[src/rtl/load_store_unit_if.sv]
// Core-request, response and data-memory bundle for load_store_unit.
// slave is the unit's side; master is the core/memory side.
interface load_store_unit_if;
  logic        req_valid;
  logic        req_ready;
  logic        req_we;
  logic [2:0]  req_funct3;
  logic [31:0] req_addr;
  logic [31:0] req_wdata;
  logic        resp_valid;
  logic [31:0] resp_rdata;
  logic        resp_err;
  logic [31:0] mem_addr;
  logic [31:0] mem_wd;
  logic        mem_we;
  logic [31:0] mem_rd;

  modport slave (
    input  req_valid, req_we, req_funct3, req_addr, req_wdata, mem_rd,
    output req_ready, resp_valid, resp_rdata, resp_err, mem_addr, mem_wd, mem_we
  );

  modport master (
    output req_valid, req_we, req_funct3, req_addr, req_wdata, mem_rd,
    input  req_ready, resp_valid, resp_rdata, resp_err, mem_addr, mem_wd, mem_we
  );
endinterface

[src/rtl/load_store_unit.sv]
// RV32I load/store unit: byte/half/word access to a word-addressed data memory.
// Define LSU_MISALIGN_TRAP_EN to reject misaligned halfword/word accesses.
module load_store_unit #(
  parameter int unsigned MEM_WORDS = 100
) (
  input logic                clk,
  input logic                rst,
  load_store_unit_if.slave   bus
);

  typedef enum logic [1:0] {StIdle, StRead, StWrite, StDone} state_e;

  state_e      state_q;
  logic        we_q;
  logic [2:0]  funct3_q;
  logic [1:0]  off_q;
  logic [15:0] wdata_q;
  logic        resp_valid_q;
  logic [31:0] resp_rdata_q;
  logic        resp_err_q;
  logic [31:0] mem_addr_q;
  logic [31:0] mem_wd_q;
  logic        mem_we_q;
  logic        req_err;
  logic        misalign;

  function automatic logic f3_legal(input logic we, input logic [2:0] f3);
    logic ok;
    if (we) begin
      ok = (f3 == 3'b000) || (f3 == 3'b001) || (f3 == 3'b010);
    end else begin
      ok = (f3 == 3'b000) || (f3 == 3'b001) || (f3 == 3'b010) ||
           (f3 == 3'b100) || (f3 == 3'b101);
    end
    return ok;
  endfunction

  function automatic logic [31:0] load_ext(input logic [2:0] f3, input logic [1:0] off,
                                           input logic [31:0] w);
    logic [7:0]  b;
    logic [15:0] h;
    logic [31:0] r;
    b = w[{off, 3'b000} +: 8];
    h = off[1] ? w[31:16] : w[15:0];
    case (f3)
      3'b000:  r = {{24{b[7]}}, b};
      3'b001:  r = {{16{h[15]}}, h};
      3'b100:  r = {24'h0, b};
      3'b101:  r = {16'h0, h};
      default: r = w;
    endcase
    return r;
  endfunction

  // Read-modify-write merge for SB/SH into the word captured in READ.
  function automatic logic [31:0] store_merge(input logic [2:0] f3, input logic [1:0] off,
                                              input logic [31:0] old, input logic [15:0] wd);
    logic [31:0] r;
    r = old;
    if (f3 == 3'b000) begin
      r[{off, 3'b000} +: 8] = wd[7:0];
    end else begin
      r[{off[1], 4'b0000} +: 16] = wd;
    end
    return r;
  endfunction

  always_comb begin
    misalign = 1'b0;
`ifdef LSU_MISALIGN_TRAP_EN
    misalign = ((bus.req_funct3[1:0] == 2'b01) && bus.req_addr[0]) ||
               ((bus.req_funct3[1:0] == 2'b10) && (bus.req_addr[1:0] != 2'b00));
`endif
    req_err = !f3_legal(bus.req_we, bus.req_funct3) ||
              ({2'b00, bus.req_addr[31:2]} >= MEM_WORDS) || misalign;
  end

  always_ff @(posedge clk) begin
    if (rst) begin
      state_q      <= StIdle;
      we_q         <= 1'b0;
      funct3_q     <= 3'b000;
      off_q        <= 2'b00;
      wdata_q      <= 16'h0;
      resp_valid_q <= 1'b0;
      resp_rdata_q <= 32'h0;
      resp_err_q   <= 1'b0;
      mem_addr_q   <= 32'h0;
      mem_wd_q     <= 32'h0;
      mem_we_q     <= 1'b0;
    end else begin
      unique case (state_q)
        StIdle: begin
          if (bus.req_valid) begin
            we_q       <= bus.req_we;
            funct3_q   <= bus.req_funct3;
            off_q      <= bus.req_addr[1:0];
            wdata_q    <= bus.req_wdata[15:0];
            mem_addr_q <= {2'b00, bus.req_addr[31:2]};
            if (req_err) begin
              state_q      <= StDone;
              resp_valid_q <= 1'b1;
              resp_err_q   <= 1'b1;
              resp_rdata_q <= 32'h0;
            end else if (bus.req_we && (bus.req_funct3 == 3'b010)) begin
              state_q  <= StWrite;
              mem_we_q <= 1'b1;
              mem_wd_q <= bus.req_wdata;
            end else begin
              state_q <= StRead;
            end
          end
        end
        StRead: begin
          if (we_q) begin
            state_q  <= StWrite;
            mem_we_q <= 1'b1;
            mem_wd_q <= store_merge(funct3_q, off_q, bus.mem_rd, wdata_q);
          end else begin
            state_q      <= StDone;
            resp_valid_q <= 1'b1;
            resp_rdata_q <= load_ext(funct3_q, off_q, bus.mem_rd);
          end
        end
        StWrite: begin
          state_q      <= StDone;
          mem_we_q     <= 1'b0;
          resp_valid_q <= 1'b1;
          resp_rdata_q <= 32'h0;
        end
        StDone: begin
          state_q      <= StIdle;
          resp_valid_q <= 1'b0;
          resp_err_q   <= 1'b0;
          resp_rdata_q <= 32'h0;
          mem_addr_q   <= 32'h0;
        end
        default: state_q <= StIdle;
      endcase
    end
  end

  assign bus.req_ready  = (state_q == StIdle);
  assign bus.resp_valid = resp_valid_q;
  assign bus.resp_rdata = resp_rdata_q;
  assign bus.resp_err   = resp_err_q;
  assign bus.mem_addr   = mem_addr_q;
  assign bus.mem_wd     = mem_wd_q;
  // Gated so a reset landing on the WRITE cycle cannot commit the store.
  assign bus.mem_we     = mem_we_q & ~rst;

endmodule

[src/flat_wrapper.sv]
// flat-port wrapper written by rule: the top's interface ports become plain ports
module load_store_unit_flat 
#(
  parameter int unsigned MEM_WORDS = 100
)
  (clk, rst, bus_req_valid, bus_req_we, bus_req_funct3, bus_req_addr, bus_req_wdata, bus_mem_rd, bus_req_ready, bus_resp_valid, bus_resp_rdata, bus_resp_err, bus_mem_addr, bus_mem_wd, bus_mem_we);
  load_store_unit_if bus_i ();
  input logic clk;
  input logic rst;
  input wire logic [$bits(bus_i.req_valid)-1:0] bus_req_valid;
  input wire logic [$bits(bus_i.req_we)-1:0] bus_req_we;
  input wire logic [$bits(bus_i.req_funct3)-1:0] bus_req_funct3;
  input wire logic [$bits(bus_i.req_addr)-1:0] bus_req_addr;
  input wire logic [$bits(bus_i.req_wdata)-1:0] bus_req_wdata;
  input wire logic [$bits(bus_i.mem_rd)-1:0] bus_mem_rd;
  output wire logic [$bits(bus_i.req_ready)-1:0] bus_req_ready;
  output wire logic [$bits(bus_i.resp_valid)-1:0] bus_resp_valid;
  output wire logic [$bits(bus_i.resp_rdata)-1:0] bus_resp_rdata;
  output wire logic [$bits(bus_i.resp_err)-1:0] bus_resp_err;
  output wire logic [$bits(bus_i.mem_addr)-1:0] bus_mem_addr;
  output wire logic [$bits(bus_i.mem_wd)-1:0] bus_mem_wd;
  output wire logic [$bits(bus_i.mem_we)-1:0] bus_mem_we;
  assign bus_i.req_valid = bus_req_valid;
  assign bus_i.req_we = bus_req_we;
  assign bus_i.req_funct3 = bus_req_funct3;
  assign bus_i.req_addr = bus_req_addr;
  assign bus_i.req_wdata = bus_req_wdata;
  assign bus_i.mem_rd = bus_mem_rd;
  assign bus_req_ready = bus_i.req_ready;
  assign bus_resp_valid = bus_i.resp_valid;
  assign bus_resp_rdata = bus_i.resp_rdata;
  assign bus_resp_err = bus_i.resp_err;
  assign bus_mem_addr = bus_i.mem_addr;
  assign bus_mem_wd = bus_i.mem_wd;
  assign bus_mem_we = bus_i.mem_we;
  load_store_unit #(.MEM_WORDS(MEM_WORDS)) u_core (.clk(clk), .rst(rst), .bus(bus_i));
endmodule
[config.mk]
export PLATFORM = sky130hd
export DESIGN_NAME = load_store_unit_flat
export DESIGN_NICKNAME = d
export VERILOG_FILES = /design/src/rtl/load_store_unit_if.sv /design/src/rtl/load_store_unit.sv /design/src/flat_wrapper.sv
export SDC_FILE = /design/constraint.sdc
export NUM_CORES = 1
export LEC_CHECK = 0
export CAP_MARGIN = 20
export CORE_MARGIN = 2
export CORE_UTILIZATION = 46
export CTS_CLUSTER_DIAMETER = 50
export CTS_CLUSTER_SIZE = 24
export DETAILED_ROUTE_END_ITERATION = 8
export MAX_ROUTING_LAYER = met4
export PLACE_DENSITY = 0.8
export SLEW_MARGIN = 10
export SYNTH_ARGS = -nofsm -noshare
export SYNTH_HDL_FRONTEND = slang
export SYNTH_SLANG_ARGS = --single-unit
[constraint.sdc]
create_clock -name clk -period 3.3 [get_ports clk]
set_input_delay 0.33 -clock clk [delete_from_list [all_inputs] [get_ports clk]]
set_output_delay 0.33 -clock clk [all_outputs]
set_load 0.02 [all_outputs]
# Word-level counts from Yosys, hierarchy flattened
# Index checks and enable logic that the tools add are counted.
# totals
ff_bits	123
inputBits	103
output_inout_bits	100
word_cells	89
# classes
add_sub_neg	2
order_cmp	1
eq_ne	16
shift	5
muxes	32
bitwise_logic	2
reduce_logical	20
# ops
operator	count
$mux 32	9
$pmux 32 s2	2
$pmux 32 s4	1
$pmux 32 s3	1
$bwmux 32	2
$shift 16x7->32 const A	1
$shift 8x7->32 const A	1
$shiftx 16x7->32	1
$shiftx 32x6->8	1
$shiftx 8x7->32	1
$ge 30x7->1 const B	1
$mux 16	1
$neg 5->7	2
$eq 3x3->1 const B	4
$reduce_and 5->1	2
$mux 1	9
$pmux 2 s4	1
$eq 3x1->1 const B	2
$logic_not 3->1	2
$mux 2	3
$ne 2x1->1 const B	3
$ne 2x2->1 const B	3
$reduce_and 3->1	2
$logic_or 1x1->1	5
15 further kinds	18

# Logic depth before layout (Yosys ltp)
# Gate-level depths: netlist of the first run.
# depth
ltp_word	11
depth_mapped	10
ltp_nobuf	7

# Worst setup path after synthesis of the first run
# OpenSTA, ideal clock, no wires.
# synth_timing
kind	flip-flop to flip-flop
start	register u_core.off_q[0]
end	register u_core.mem_wd_q[28] (netlist: u_core.bus.mem_wd[28])
setup_ns	0.086
t_arrival_ns	2.221
required_ns	3.214
setup_slack_ns	0.994
stages_incl_launch_ff	10
n_path_buf	2
synth_period_minus_slack_ns	2.306
cell_sequence	dfxtp_1 clkbuf_1 inv_1 ha_1 nor4bb_1 buf_1 a221oi_1 a211oi_1 a21oi_1 a211oi_1
# synth_between
elab_chain_cells	6
elab_cells_between_ends	7
classes_between	add/sub (1); shift (2); mux (4)
# synth_lines
item	line_no	text
start, declared	load_store_unit.sv:16	logic [1:0] off_q;
start signal, assigned	load_store_unit.sv:97	off_q <= bus.req_addr[1:0];
$neg 5->7 (*)	load_store_unit.sv:61	r[{off, 3'b000} +: 8] = wd[7:0];
$shiftx 8x7->32 / $shift 8x7->32 (equally long branches)	load_store_unit.sv:61	
$bwmux 32 (*)	load_store_unit.sv:61	
$mux 32 (*)	load_store_unit.sv:60	if (f3 == 3'b000) begin
$mux 32 (*)	load_store_unit.sv:115	if (we_q) begin
$pmux 32 s2 (*)	load_store_unit.sv:92	unique case (state_q)
end signal, assigned	load_store_unit.sv:108	mem_wd_q <= bus.req_wdata;
end signal, assigned	load_store_unit.sv:118	mem_wd_q <= store_merge(funct3_q, off_q, bus.mem_rd, wdata_q);
end, declared	load_store_unit.sv:22	logic [31:0] mem_wd_q;
# Mark *: on every way between the ends. The rest lies on a longest branch, timed or not. The select of a mux whose other input is x is not followed.
# A chain may end at the register's enable or synchronous reset.

# Worst setup path in the final report of the first run
# Ends and elaborated chain as after synthesis.

==> results of run 1 <==
==> cell families after synthesis <==
family / after synthesis / share of synthesized area (%)
compound gates: 220 / 27.1
fa+ha+maj: 9 / 1.84
other cells: 1 / 0.0612
mux: 36 / 6.10
flops: 121 / 39.5
buf+inv: 77 / 5.53
simple gates: 230 / 19.8
==> Yosys cell counts (4+ instances only) <==
| cell type | n |
|---|---|
| nand2_1 | 47 |
| a2bb2oi_1 | 7 |
| nor3_1 | 23 |
| a21oi_1 | 47 |
| dfxtp_1 | 121 |
| nor2_1 | 71 |
| nand3_1 | 8 |
| a22oi_1 | 30 |
| buf_4 | 4 |
| buf_1 | 5 |
| nor2b_1 | 5 |
| ha_1 | 9 |
| a221o_1 | 15 |
| inv_1 | 9 |
| o2111ai_1 | 7 |
| o21ai_0 | 10 |
| a221oi_1 | 18 |
| a31o_2 | 12 |
| mux2i_1 | 34 |
| clkbuf_1 | 44 |
| nand2b_1 | 37 |
| nor4b_1 | 16 |
| buf_2 | 10 |
| a31o_1 | 4 |
| a22o_1 | 23 |
| a211oi_1 | 34 |
==> how the worst max path moves through the flow <==
stage / slack (ns) / to / cells after the start
after floorplan: 0.99 / u_core.bus.mem_wd[28] / 9
after global placement: 0.54 / u_core.bus.resp_rdata[27] / 6
after detailed placement: 0.46 / u_core.bus.resp_rdata[29] / 6
after CTS: 0.67 / u_core.bus.mem_wd[28] / 8
after global routing: 0.44 / u_core.bus.mem_wd[25] / 8
final: 0.71 / u_core.bus.mem_wd[28] / 8
==> where the power goes <==
group	internal, mW	switching, mW	total [mW]
clock network	1.16	0.650	1.81
registers	1.69	0.195	1.89
logic	1.06	1.47	2.53
total	3.91	2.31	6.22
==> registers in the layout, summed over array words and instances, names as in the netlist <==
signal                 count
u_core.bus.mem_wd         32
u_core.mem_we_q            1
u_core.state_q             2
u_core.off_q               2
u_core.funct3_q            3
u_core.bus.resp_rdata     32
u_core.bus.resp_valid      1
u_core.bus.mem_addr       30
u_core.bus.resp_err        1
u_core.we_q                1
u_core.wdata_q            16
==> stage by stage <==
| step | power (mW) | setup WS, ns | std cells |
|---|---|---|---|
| after CTS | 6.17 | 0.669 | 1053 |
| final | 6.22 | 0.708 | 1054 |
| after floorplan | 3.47 | 0.994 | 695 |
| after detailed placement | 4.35 | 0.459 | 1023 |
| after global routing | 6.53 | 0.442 | 1054 |
| after global placement | 4.28 | 0.539 | 1023 |
==> per-layer routing <==
layer | up-vias | global-route usage, % | share of wire, %
li1 | 2944 | - | -
met1 | 3024 | 36.2 | 42
met2 | 307 | 49.3 | 48
met3 | 38 | 8.43 | 8.4
met4 | 0 | 11.0 | 2.4
met5 | - | - | 0
==> area by class of cell <==
type	count	area, sq um
clock buffer	22	474
clock inverter	8	96.3
fill	1037	4340
inverter	11	41.3
multi-input combinational	497	3380
sequential	121	2420
tap	176	220
timing repair buffer	219	2160
==> critical path, cell delays in order (launching register included) <==
cell and delay (ns):
dfxtp_1 0.66, inv_1 0.17, ha_1 0.39, nor4bb_1 0.29, buf_4 0.21, a221oi_1 0.09, a211oi_1 0.35, a21oi_1 0.09
a211oi_1 0.25
==> impl_results.rst, run 1 <==
.. list-table::
   :header-rows: 1

   * - Metric
     - Value
   * - Result of the run
     - complete, no violations
   * - Worst vdd ir
     - 0.468 mV
   * - Number of global-route vias before repair
     - 6343
   * - Class of the worst hold path
     - primary input to flop
   * - Final Max Slew Viols
     - 0
   * - Effective utilization at floorplan
     - 46.6%
   * - Final Cycle Share
     - 78.5%
   * - Max cap viols
     - 0
   * - Clock latency reported for the late side of the worst-skew pair
     - 0.42 ns
   * - Hold endpoint
     - u_core.bus.mem_addr[17]
   * - Crit path capture type
     - flop
   * - Number of clock sinks
     - 121
   * - Root buffer cell
     - clkbuf_16
   * - DRT antenna net count
     - 0
   * - Reg-to-reg critical path startpoint
     - u_core.off_q[0]
   * - Antenna violations before repair
     - 0
   * - Leading cell type in the layout, fill and taps excluded
     - clkdlybuf4s50_1
   * - Routed wire per std cell
     - 19.8 microns
   * - Total placed instance area
     - 8200 sq um
   * - Clock tree from TritonCTS
     - yes
   * - Power per unit of standard cell area
     - 707 nW/um^2
   * - Number of buffers between clock root and the deepest sink
     - 2
   * - Crit path max fanout
     - 17
   * - Lkg Pwr
     - 3.15 nW
   * - Mean cell area of the mapped netlist
     - 8.83 sq um
   * - Final nets
     - 979
   * - Area grow syn2layout
     - 43.6%
   * - Vias post-DR
     - 6313
   * - Hold_ws
     - 0.466 ns
   * - Crit path launch
     - u_core.off_q[0]
   * - First-pass GRT wire length
     - 33.2 mm
   * - Most instantiated flip-flop cell in the synthesis netlist
     - dfxtp_1
   * - Worst path arrival time
     - 2.92 ns
   * - Mapped cell area
     - 6130 sq um
   * - Length of the first detailed-routing pass in iterations
     - 5
   * - Sequential cell area fraction in the yosys report
     - 39.5%
   * - Final weighted congestion in routability-driven placement
     - 0.986
   * - Core Box Area
     - 13100 sq um
   * - Critical Path RT
     - 3.63 ns
   * - Leading post-synthesis cells by cell area
     - dfxtp_1, mux2i_1, nor2_1
   * - Most frequent cells in the layout
     - clkdlybuf4s50_1, dfxtp_1, nor2_1, nand2_1, a21oi_1
   * - Setup TNS Final
     - 0 ns
   * - Startpoint Class
     - flop
   * - Register-to-register path setup slack
     - 0.71 ns
   * - Overflow after GRT
     - 0
   * - Category of the critical setup timing path
     - flop to flop
   * - Unrepaired setup endpoints after global routing
     - false
   * - Number of warnings issued by yosys
     - 0
   * - Final wirelength
     - 20.8 mm
   * - Vertical die dimension
     - 119 microns
   * - Worst-path clk slew
     - 0.05 ns
   * - Clock buffer count from CTS
     - 17
   * - Share of synthesized flip-flops with an asynchronous set or reset
     - 0%
   * - Number of hold buffers added after CTS
     - 0
   * - Floorplan die width
     - 119 microns
   * - Start point of the worst min-delay path
     - rst
   * - Clock Skews
     - 0.00606 ns
   * - Worst flop-to-flop path endpoint
     - u_core.bus.mem_wd[28]
   * - Flip-flop and latch count after synthesis
     - 121
   * - Boundary pin count
     - 203
   * - Slew of the pin with the lowest slew margin
     - 1.05 ns
   * - Hold path depth
     - 2
   * - Slew headroom
     - 30.2%
   * - Count of routing violations after the opening detailed-route iteration
     - 516
   * - Cell count after synthesis
     - 694
   * - Number of antenna diodes
     - 0
   * - H-tree level count
     - 4
   * - Fraction of layout cells with a size suffix above 1
     - 8.77%
   * - Ratio of routed vias to standard cells
     - 5.99
   * - Hold Vio Cnt, Final
     - 0
   * - Share of the synthesized area in the top cell type
     - 39.5%
   * - Utilization of the core after routing
     - 67.0%
   * - Achievable clock frequency
     - 386 MHz
   * - Post-route minimum period
     - 2.59 ns
   * - GRT Overall Usage
     - 30.4%
   * - Setup Buffers After CTS
     - 0
   * - Final cell area excluding filler cells
     - 8800 sq um
   * - Final HPWL DP
     - 15.2 mm
   * - Area enclosed by the die boundary
     - 14300 sq um
   * - Remaining design rule violation count
     - 0
   * - Final setup violation count
     - 0
   * - Depth of the worst register-to-register path
     - 8
   * - Dominant cell type by area after synthesis
     - dfxtp_1
   * - Post-CTS Resized
     - 0
   * - Number of distinct library cells after synthesis
     - 60
   * - IO Port Bufs
     - 200
   * - # rows
     - 42
   * - Pin count of the biggest net entering global routing
     - 75
   * - Post-synth EDFFs
     - 0
(Power assumes the default switching activity.)
==> run 2, diff against run 1 <==
- clock period: 3.3 -> 2.57 ns (I/O delays scaled with it)
==> impl_results.rst, run 2 (synthesis results as in run 1) <==
.. list-table::
   :header-rows: 1

   * - Metric
     - Value
   * - Number of hold buffers added after CTS
     - 0
   * - Non-filler cells, final
     - 1072
   * - Remaining design rule violation count
     - 0
   * - Clock latency reported for the late side of the worst-skew pair
     - 0.42 ns
   * - Number of global-route vias before repair
     - 6346
   * - Core Box Area
     - 13100 sq um
   * - Post-route minimum period
     - 2.29 ns
   * - Hold Vio Cnt, Final
     - 0
   * - Overflow after GRT
     - 0
   * - Filler cell count
     - 1075
   * - Final Cycle Share
     - 89.0%
   * - Worst path arrival time
     - 2.64 ns
   * - Routed wire per std cell
     - 20.4 microns
   * - Clock buffer count from CTS
     - 17
   * - Final weighted congestion in routability-driven placement
     - 0.931
   * - Pin count of the biggest net entering global routing
     - 58
   * - Crit path launch
     - u_core.state_q[1]
   * - Number of clock sinks
     - 121
   * - Final nets
     - 995
   * - Vias post-DR
     - 6483
   * - Final Max Slew Viols
     - 0
   * - Slew of the pin with the lowest slew margin
     - 1.09 ns
   * - Effective utilization at floorplan
     - 46.6%
   * - Slowest stage cell on the critical path
     - a211oi_2
   * - Bufs and invs on worst path
     - 1
   * - Vertical die dimension
     - 119 microns
   * - Fraction of layout cells with a size suffix above 1
     - 10.7%
   * - Class of the worst hold path
     - primary input to flop
   * - Area enclosed by the die boundary
     - 14300 sq um
   * - Boundary pin count
     - 203
   * - Result of the run
     - complete, no violations
   * - Post-layout total power
     - 8.24 mW
   * - Max cap viols
     - 0
   * - Depth of the worst register-to-register path
     - 6
   * - Post-CTS Resized
     - 0
   * - Unrepaired setup endpoints after global routing
     - false
   * - Slew headroom
     - 27.0%
   * - Series of cell instances along the critical path
     - inv_1 -> ha_1 -> nor2b_1 -> nand2b_1 -> a211oi_2 -> a22o_1
   * - Worst vdd ir
     - 0.526 mV
   * - First-pass GRT wire length
     - 34.4 mm
   * - H-tree level count
     - 4
   * - Hold_ws
     - 0.331 ns
   * - Worst flop-to-flop path endpoint
     - u_core.bus.resp_rdata[30]
   * - Lkg Pwr
     - 3.23 nW
   * - Crit path max fanout
     - 16
   * - Cell count after placement
     - 1040
   * - Root buffer cell
     - clkbuf_16
   * - GRT Overall Usage
     - 31.9%
   * - Crit path capture type
     - flop
   * - Register-to-register path setup slack
     - 0.28 ns
   * - Ratio of routed vias to standard cells
     - 6.05
   * - Area taken by flip-flops and latches
     - 2420 sq um
   * - Critical Path RT
     - 2.93 ns
   * - IO Port Bufs
     - 200
   * - Reg-to-reg critical path startpoint
     - u_core.state_q[1]
   * - Setup Buffers After CTS
     - 0
   * - Final setup violation count
     - 0
   * - Antenna violations before repair
     - 0
   * - Power per unit of standard cell area
     - 920 nW/um^2
   * - Worst setup path end
     - u_core.bus.resp_rdata[30]
   * - # rows
     - 42
   * - Length of the first detailed-routing pass in iterations
     - 5
   * - Clock Skews
     - 0.00681 ns
   * - Worst-path clk slew
     - 0.06 ns
   * - Combined area of the multi-input logic cells
     - 3380 sq um
   * - Number of antenna diodes
     - 0
   * - Most frequent cells in the layout
     - clkdlybuf4s50_1, dfxtp_1, nor2_1, nand2_1, a21oi_1
   * - Instance count on the critical path
     - 6
   * - Category of the critical setup timing path
     - flop to flop
   * - Leading cell type in the layout, fill and taps excluded
     - clkdlybuf4s50_1
   * - Floorplan die width
     - 119 microns
   * - Final HPWL DP
     - 16.0 mm
   * - Startpoint Class
     - flop
   * - Achievable clock frequency
     - 437 MHz
   * - Area grow syn2layout
     - 46.1%
   * - Final wirelength
     - 21.9 mm
   * - Worst path top cell family by delay
     - compound AO/OA/AOI/OAI gates
   * - DRT antenna net count
     - 0
   * - Worst stage delay on the critical path
     - 0.87 ns
   * - Clock tree from TritonCTS
     - yes
   * - Count of routing violations after the opening detailed-route iteration
     - 731
   * - Number of buffers between clock root and the deepest sink
     - 2
   * - Setup TNS Final
     - 0 ns
[run 2: through the flow]
| step | setup slack (ns) | area (sq um) | util [%] |
|---|---|---|---|
| finish | 0.281 | 8950 | 68.2 |
| global route | 0.147 | 8950 | 68.2 |
| CTS | 0.305 | 8950 | 68.2 |
| detailed placement | -0.0666 | 8340 | 63.5 |
| global placement | -0.0136 | 8340 | 63.5 |
| floorplan | 0.264 | 6130 | - |
[run 2: how the worst min path moves through the flow]
stage / start / to / slack (ns) / cells past startpoint
after floorplan: bus_req_wdata[10] / u_core.wdata_q[10] / 0.39 / 2
after global placement: u_core.wdata_q[9] / u_core.wdata_q[9] / 0.46 / 2
after detailed placement: u_core.wdata_q[12] / u_core.wdata_q[12] / 0.46 / 2
after CTS: rst / u_core.bus.mem_addr[16] / 0.31 / 2
after global routing: rst / u_core.bus.mem_addr[1] / 0.35 / 2
final: rst / u_core.bus.mem_addr[6] / 0.33 / 2
[run 2: routing by layer]
metal / share of wire, % / GRT usage (%) / wire length, microns / vias up
li1: - / - / - / 2986
met1: 42 / 39.7 / 9170 / 3072
met2: 47 / 50.1 / 10200 / 377
met3: 8.9 / 8.19 / 1940 / 48
met4: 2.7 / 11.5 / 597 / 0
met5: 0 / - / 0 / -
[run 2: power breakdown]
group	total, mW	switching (mW)	internal, mW
Clock	2.48	0.879	1.60
Combinational	3.37	1.97	1.40
Sequential	2.40	0.225	2.17
Total	8.24	3.07	5.17
[run 2: worst register-to-register path, delay by kind of cell (launching register included)]
kind | cells | cell delay (ns)
compound gates | 2 | 1.15
simple gates | 2 | 0.49
flops | 1 | 0.34
fa+ha+maj | 1 | 0.17
buf+inv | 1 | 0.09
[run 2: cell type report]
| type | count | share of cell area (%) |
|---|---|---|
| clock buffer | 21 | 5.25 |
| clock inverter | 11 | 1.61 |
| inverter | 11 | 0.461 |
| multi-input combinational | 497 | 37.8 |
| sequential | 121 | 27.1 |
| tap | 176 | 2.46 |
| timing repair buffer | 235 | 25.4 |
==> run 3, diff against run 2 <==
- CORE_UTILIZATION: 46 -> 40
- PLACE_DENSITY: 0.8 -> 0.71
- SKIP_CTS_REPAIR_TIMING: unset -> 1
==> impl_results.rst, run 3 (synthesis results as in run 1) <==
.. list-table::
   :header-rows: 1

   * - Metric
     - Value
   * - Effective utilization at floorplan
     - 40.6%
   * - Crit path capture type
     - flop
   * - Combinational share of power
     - 41.5%
   * - Net switching fraction of the power
     - 37.1%
   * - Hold path depth
     - 2
   * - GRT Overall Usage
     - 26.4%
   * - Core Box Area
     - 15100 sq um
   * - Area taken by flip-flops and latches
     - 2420 sq um
   * - Class of the worst hold path
     - primary input to flop
   * - Most frequent cells in the layout
     - clkdlybuf4s50_1, dfxtp_1, nor2_1, nand2_1, a21oi_1
   * - DRT antenna net count
     - 0
   * - Worst vdd ir
     - 0.596 mV
   * - Utilization of the core after routing
     - 59.4%
   * - Unrepaired setup endpoints after global routing
     - false
   * - Overflow after GRT
     - 0
   * - Final WS setup
     - 0.174 ns
   * - Global-route met1 utilization
     - 31.8%
   * - H-tree level count
     - 4
   * - Final Max Slew Viols
     - 0
   * - Length of the first detailed-routing pass in iterations
     - 5
   * - Worst path arrival time
     - 2.72 ns
   * - Max cap viols
     - 0
   * - Met2 track utilization from global routing
     - 41.6%
   * - Combined area of the multi-input logic cells
     - 3390 sq um
   * - Filler cell count
     - 1305
   * - Ratio of routed vias to standard cells
     - 5.88
   * - Fraction of layout cells with a size suffix above 1
     - 10.5%
   * - Clock tree from TritonCTS
     - yes
   * - Final weighted congestion in routability-driven placement
     - 0.921
   * - Achievable clock frequency
     - 417 MHz
   * - Final wirelength
     - 21.4 mm
   * - Number of clock sinks
     - 121
   * - Category of the critical setup timing path
     - flop to flop
   * - Number of buffers between clock root and the deepest sink
     - 2
   * - Final Cycle Share
     - 93.2%
   * - Pre-CTS worst setup slack
     - 0.0697 ns
   * - Floorplan die width
     - 128 microns
   * - Startpoint Class
     - flop
   * - Area enclosed by the die boundary
     - 16300 sq um
   * - Critical Path RT
     - 2.89 ns
   * - Root buffer cell
     - clkbuf_16
   * - Worst-path clk slew
     - 0.05 ns
   * - Slew headroom
     - 50.4%
   * - Routing layer with the top usage in global route
     - met2
   * - Post-route minimum period
     - 2.40 ns
   * - Result of the run
     - complete, no violations
   * - Slew of the pin with the lowest slew margin
     - 0.736 ns
   * - Boundary pin count
     - 203
   * - Switching pwr
     - 3.00 mW
   * - Crit path max fanout
     - 8
   * - Number of antenna diodes
     - 0
   * - Vertical die dimension
     - 128 microns
   * - Sequential share of power
     - 29.6%
   * - Depth of the worst register-to-register path
     - 8
   * - Final nets
     - 995
   * - Hold Vio Cnt, Final
     - 0
   * - Clock Skews
     - 0.00619 ns
   * - Leading cell type in the layout, fill and taps excluded
     - clkdlybuf4s50_1
   * - Clock buffer count from CTS
     - 17
   * - Routed wire per std cell
     - 19.8 microns
   * - Clock power share
     - 28.9%
   * - IO Port Bufs
     - 200
   * - Global-route track usage on met3
     - 7.51%
   * - Pin count of the biggest net entering global routing
     - 42
   * - Antenna violations before repair
     - 0
   * - First-pass GRT wire length
     - 32.8 mm
   * - Hold_ws
     - 0.268 ns
   * - Final HPWL DP
     - 15.8 mm
   * - Power per unit of standard cell area
     - 902 nW/um^2
   * - Vias post-DR
     - 6363
   * - Area grow syn2layout
     - 46.3%
   * - # rows
     - 45
   * - Internal power of the cells
     - 5.09 mW
   * - Clock latency reported for the late side of the worst-skew pair
     - 0.41 ns
   * - Setup TNS Final
     - 0 ns
   * - Lkg Pwr
     - 3.23 nW
   * - Remaining design rule violation count
     - 0
   * - Number of global-route vias before repair
     - 6260
   * - Count of routing violations after the opening detailed-route iteration
     - 627
   * - Final setup violation count
     - 0
-- run 3: area by class of cell --
| class | instances | area share, % |
|---|---|---|
| multi-input cells | 497 | 37.8 |
| flip-flops and latches | 121 | 27.0 |
| repair buffers | 235 | 25.8 |
| well taps | 188 | 2.62 |
| clock inverters | 8 | 1.07 |
| clock buffers | 22 | 5.29 |
| inverters | 11 | 0.460 |
-- run 3: worst paths after layout --
kind,startpoint,endpoint,slack [ns]
worst min register to register,u_core.wdata_q[15],u_core.wdata_q[15],0.48
worst max-delay path,u_core.off_q[1],u_core.bus.mem_wd[28],0.17
worst max register to register,u_core.off_q[1],u_core.bus.mem_wd[28],0.17
worst min-delay path,rst,u_core.bus.mem_addr[6],0.27
-- run 3: critical path, cell delays in order (launching register included) --
cell,delay [ns]
dfxtp_1,0.38
clkinv_1,0.16
ha_1,0.36
nor4bb_1,0.32
buf_4,0.21
a221oi_1,0.09
a211oi_1,0.43
a21oi_1,0.09
a211oi_1,0.25
-- run 3: power by group through the flow --
stage / logic (mW) / clock network [mW] / registers (mW)
floorplan: 1.83 / 0 / 2.63
global placement: 3.23 / 0 / 2.41
detailed placement: 3.29 / 0 / 2.43
CTS: 3.32 / 2.37 / 2.39
global route: 3.61 / 2.45 / 2.43
finish: 3.36 / 2.33 / 2.40
-- run 3: per-layer routing --
layer	wire, microns	vias up	part of all wire [%]
li1	-	2969	-
met1	8980	3017	42
met2	9930	322	46
met3	1870	55	8.7
met4	667	0	3.1
met5	0	-	0
-- run 3: stage by stage --
stage | std cells | instance area, sq um | total power, mW
floorplan | 695 | 6130 | 4.45
global placement | 1052 | 8390 | 5.64
detailed placement | 1052 | 8390 | 5.72
CTS | 1082 | 8960 | 8.08
global route | 1082 | 8970 | 8.49
finish | 1082 | 8970 | 8.09
==> RTL edit: new RTL, settings of run 1 <==
Encoding of `state_e`: now Gray code (2 bits for 4 states).
--- a/src/rtl/load_store_unit.sv
+++ b/src/rtl/load_store_unit.sv
@@ -8,7 +8,7 @@
   load_store_unit_if.slave   bus
 );
 
-  typedef enum logic [1:0] {StIdle, StRead, StWrite, StDone} state_e;
+  typedef enum logic [1:0] {StIdle = 2'b00, StRead = 2'b01, StWrite = 2'b11, StDone = 2'b10} state_e;
 
   state_e      state_q;
   logic        we_q;
Behaviour: same outputs for any inputs over 4 cycles, from zero or initial values and one cycle with rst high; so few cycles prove little.
==> RTL edit against run 1 <==
- routed wire length down 0.24%
- sequential cell count unchanged
- fmax down 1.2%
- area after synthesis up 1.5%
- cell area up 1.5%
- final cell count up 1.1%
- setup slack worse by 0.031 ns
- critical endpoint is now u_core.bus.mem_wd[27]
- largest cell class unchanged
Power is not compared: it rests on default switching activity, and its combinational part moved more than twofold at a synthesized area within 25%.
==> RTL edit: results (changes against run 1) <==
The number of nets in the finished design is 985 (+0.61%). The clock transition at the registers of the reported paths was 0.05 ns (about the same). Number of gates given a new drive strength after cts: 0 (unchanged). For the count of buffers added by post-CTS timing repair for setup, the log shows 0 (unchanged). The flow ran to the end, and the final reports show no timing, DRC or antenna violations. Count of input and output buffers: 200 (unchanged). The via density per instance was 5.96 (-0.56%); the post-detailed-placement half-perimeter wirelength was 14,700 um (-3.0%). For the first-pass GRT wire length, the log shows 32,200 um (-2.9%). The worst hold path terminates at u_core.wdata_q[11].

By count the netlist is led by dfxtp_1, mux2i_1, nor2_1, nand2_1, clkbuf_1. Overall fraction of global-route tracks in use: 29.1% (-1.2 points). For the largest buffer count on any clock path, the log shows 2 (unchanged). Origin of the worst min-delay path: rst. The maximum fanout count along the critical path came out at 18 (+1). The number of clock buffers inserted by TritonCTS was 17 (unchanged); the fraction of final layout cells sized beyond drive strength 1 was 7.64% (-1.1 points). The setup total negative slack came out at 0 ns (unchanged).

Count of inserted antenna diode cells: 0 (unchanged). The data arrival time of the critical path is 2.90 ns (-0.02 ns). The worst register-to-register path begins at u_core.off_q[0]. The logs give 4 (unchanged) for the deepest level of the CTS H-tree and 48 (-20%) for the number of distinct library cells after synthesis.

The tools report the routability congestion estimate as 0.886 (-10%). The via count of the first global-routing pass is 6,272 (-1.1%), and the routed length per instance is 19.5 um (-1.4%). Sorting the synthesized cells by area gives the leading types as dfxtp_1, mux2i_1, a221oi_1. Worst hold path class: input pin to register.

In this run the critical register-to-register path is captured at u_core.bus.mem_wd[27]. In this run the static leakage power is 3.21 nW. The run gives 665 (+29%) as the DRC violation total after the first TritonRoute iteration. The number of antenna violations at the first check in global routing is 0 (unchanged). The number of cells on the worst hold path is 2 (unchanged), and the portion of the post-synthesis area used by sequential elements is 38.9% (-0.58 points). The fraction of registers with async set/reset works out to 0% (unchanged). The run gives 83 (+11%) as the maximum number of pins on one net before global-route repair.

The logs give 0 (unchanged) for the DRC violation count after routing and 43.4% (+13 points) for the worst max-slew margin expressed relative to the limit. Most used flip-flop cell after synthesis: dfxtp_1. VDD sags by at most 357 uV.

Worst-case register-to-register setup slack: 0.79 ns (+0.08 ns). The hold slack is 0.415 ns (-0.0516 ns). The clock latency on the worst-skew pair was 0.42 ns (about the same); the count of fill cells added during filler insertion was 1,040 (+0.29%). The root buffer cell chosen for the clock tree is clkbuf_16.

First-pass detailed-route iteration total: 6 (+1). The run gives 0.00443 ns (-0.00164 ns) as the worst-case clock skew. The final-report setup violation count came out at 0 (unchanged). The worst-case reg-to-reg path depth is 8 (unchanged), and the yosys synthesis warning count is 0 (unchanged).
==> RTL edit: changes by cell type in the layout (fill, tap and decap cells not counted), sizes merged, moves of 21 or more <==
| cell | change |
|---|---|
| a22o | -23 |
| inv | +21 |
| mux2i | +23 |
| a221oi | +22 |
| o21ai | +26 |
==> RTL edit: area by class of cell <==
class | instances | share of cell area (%)
multi-input combinational | 490 | 38.3
sequential | 121 | 27.1
timing repair buffer | 216 | 23.7
clock buffer | 21 | 5.15
tap | 176 | 2.47
clock inverter | 11 | 1.89
inverter | 31 | 1.30
==> RTL edit: worst max-delay path, stage by stage <==
cell and delay (ns):
clkdlybuf4s50_1 0.43, nor4_2 0.32, nand4_1 0.18, o41a_1 0.66
buf_4 0.30, a2111oi_0 0.55, a211oi_1 0.12
==> RTL edit: per-layer routing <==
| layer | wire [um] | GRT usage [%] | vias to the layer above |
|---|---|---|---|
| li1 | - | - | 2958 |
| met1 | 8640 | 35.5 | 3030 |
| met2 | 10100 | 47.1 | 307 |
| met3 | 1530 | 6.51 | 54 |
| met4 | 533 | 11.7 | 0 |
| met5 | 0 | - | - |
==> RTL edit: per-stage QoR <==
step                area (sq um)  setup WS [ns]  cells  utilization [%]
global route                8930          0.535   1066             67.5
detailed placement          8290          0.351   1033             62.6
CTS                         8920          0.680   1065             67.3
finish                      8930          0.677   1066             67.5
global placement            8290          0.448   1033             62.6
floorplan                   6220          0.620    709                -
==> RTL edit: worst max-delay path by stage <==
stage | start | endpoint | slack (ns) | cells past startpoint
floorplan | u_core.off_q[1] | u_core.bus.mem_wd[24] | 0.62 | 10
global placement | bus_req_addr[9] | u_core.bus.mem_wd[17] | 0.45 | 7
detailed placement | bus_req_addr[21] | u_core.bus.mem_wd[18] | 0.35 | 7
CTS | bus_req_addr[21] | u_core.bus.mem_wd[29] | 0.68 | 7
global route | bus_req_addr[17] | u_core.bus.mem_wd[29] | 0.53 | 7
finish | bus_req_addr[21] | u_core.bus.mem_wd[27] | 0.68 | 7
==> RTL edit: cell families after synthesis <==
group	Yosys count	synth area share, %
and+or+nand+nor	190	15.0
muxes	59	9.54
DFF	121	38.9
AOI/OAI and AO/OA	234	28.8
adders and majority gates	5	1.01
buffers and inverters	98	6.56
other	1	0.0603
==> RTL edit: power by group <==
group | switching, mW | total (mW) | leakage [nW] | internal [mW]
registers | 0.0477 | 1.56 | 0.986 | 1.51
logic | 0.345 | 0.637 | 1.93 | 0.292
clock network | 0.695 | 2.00 | 0.296 | 1.30
total | 1.09 | 4.20 | 3.21 | 3.11
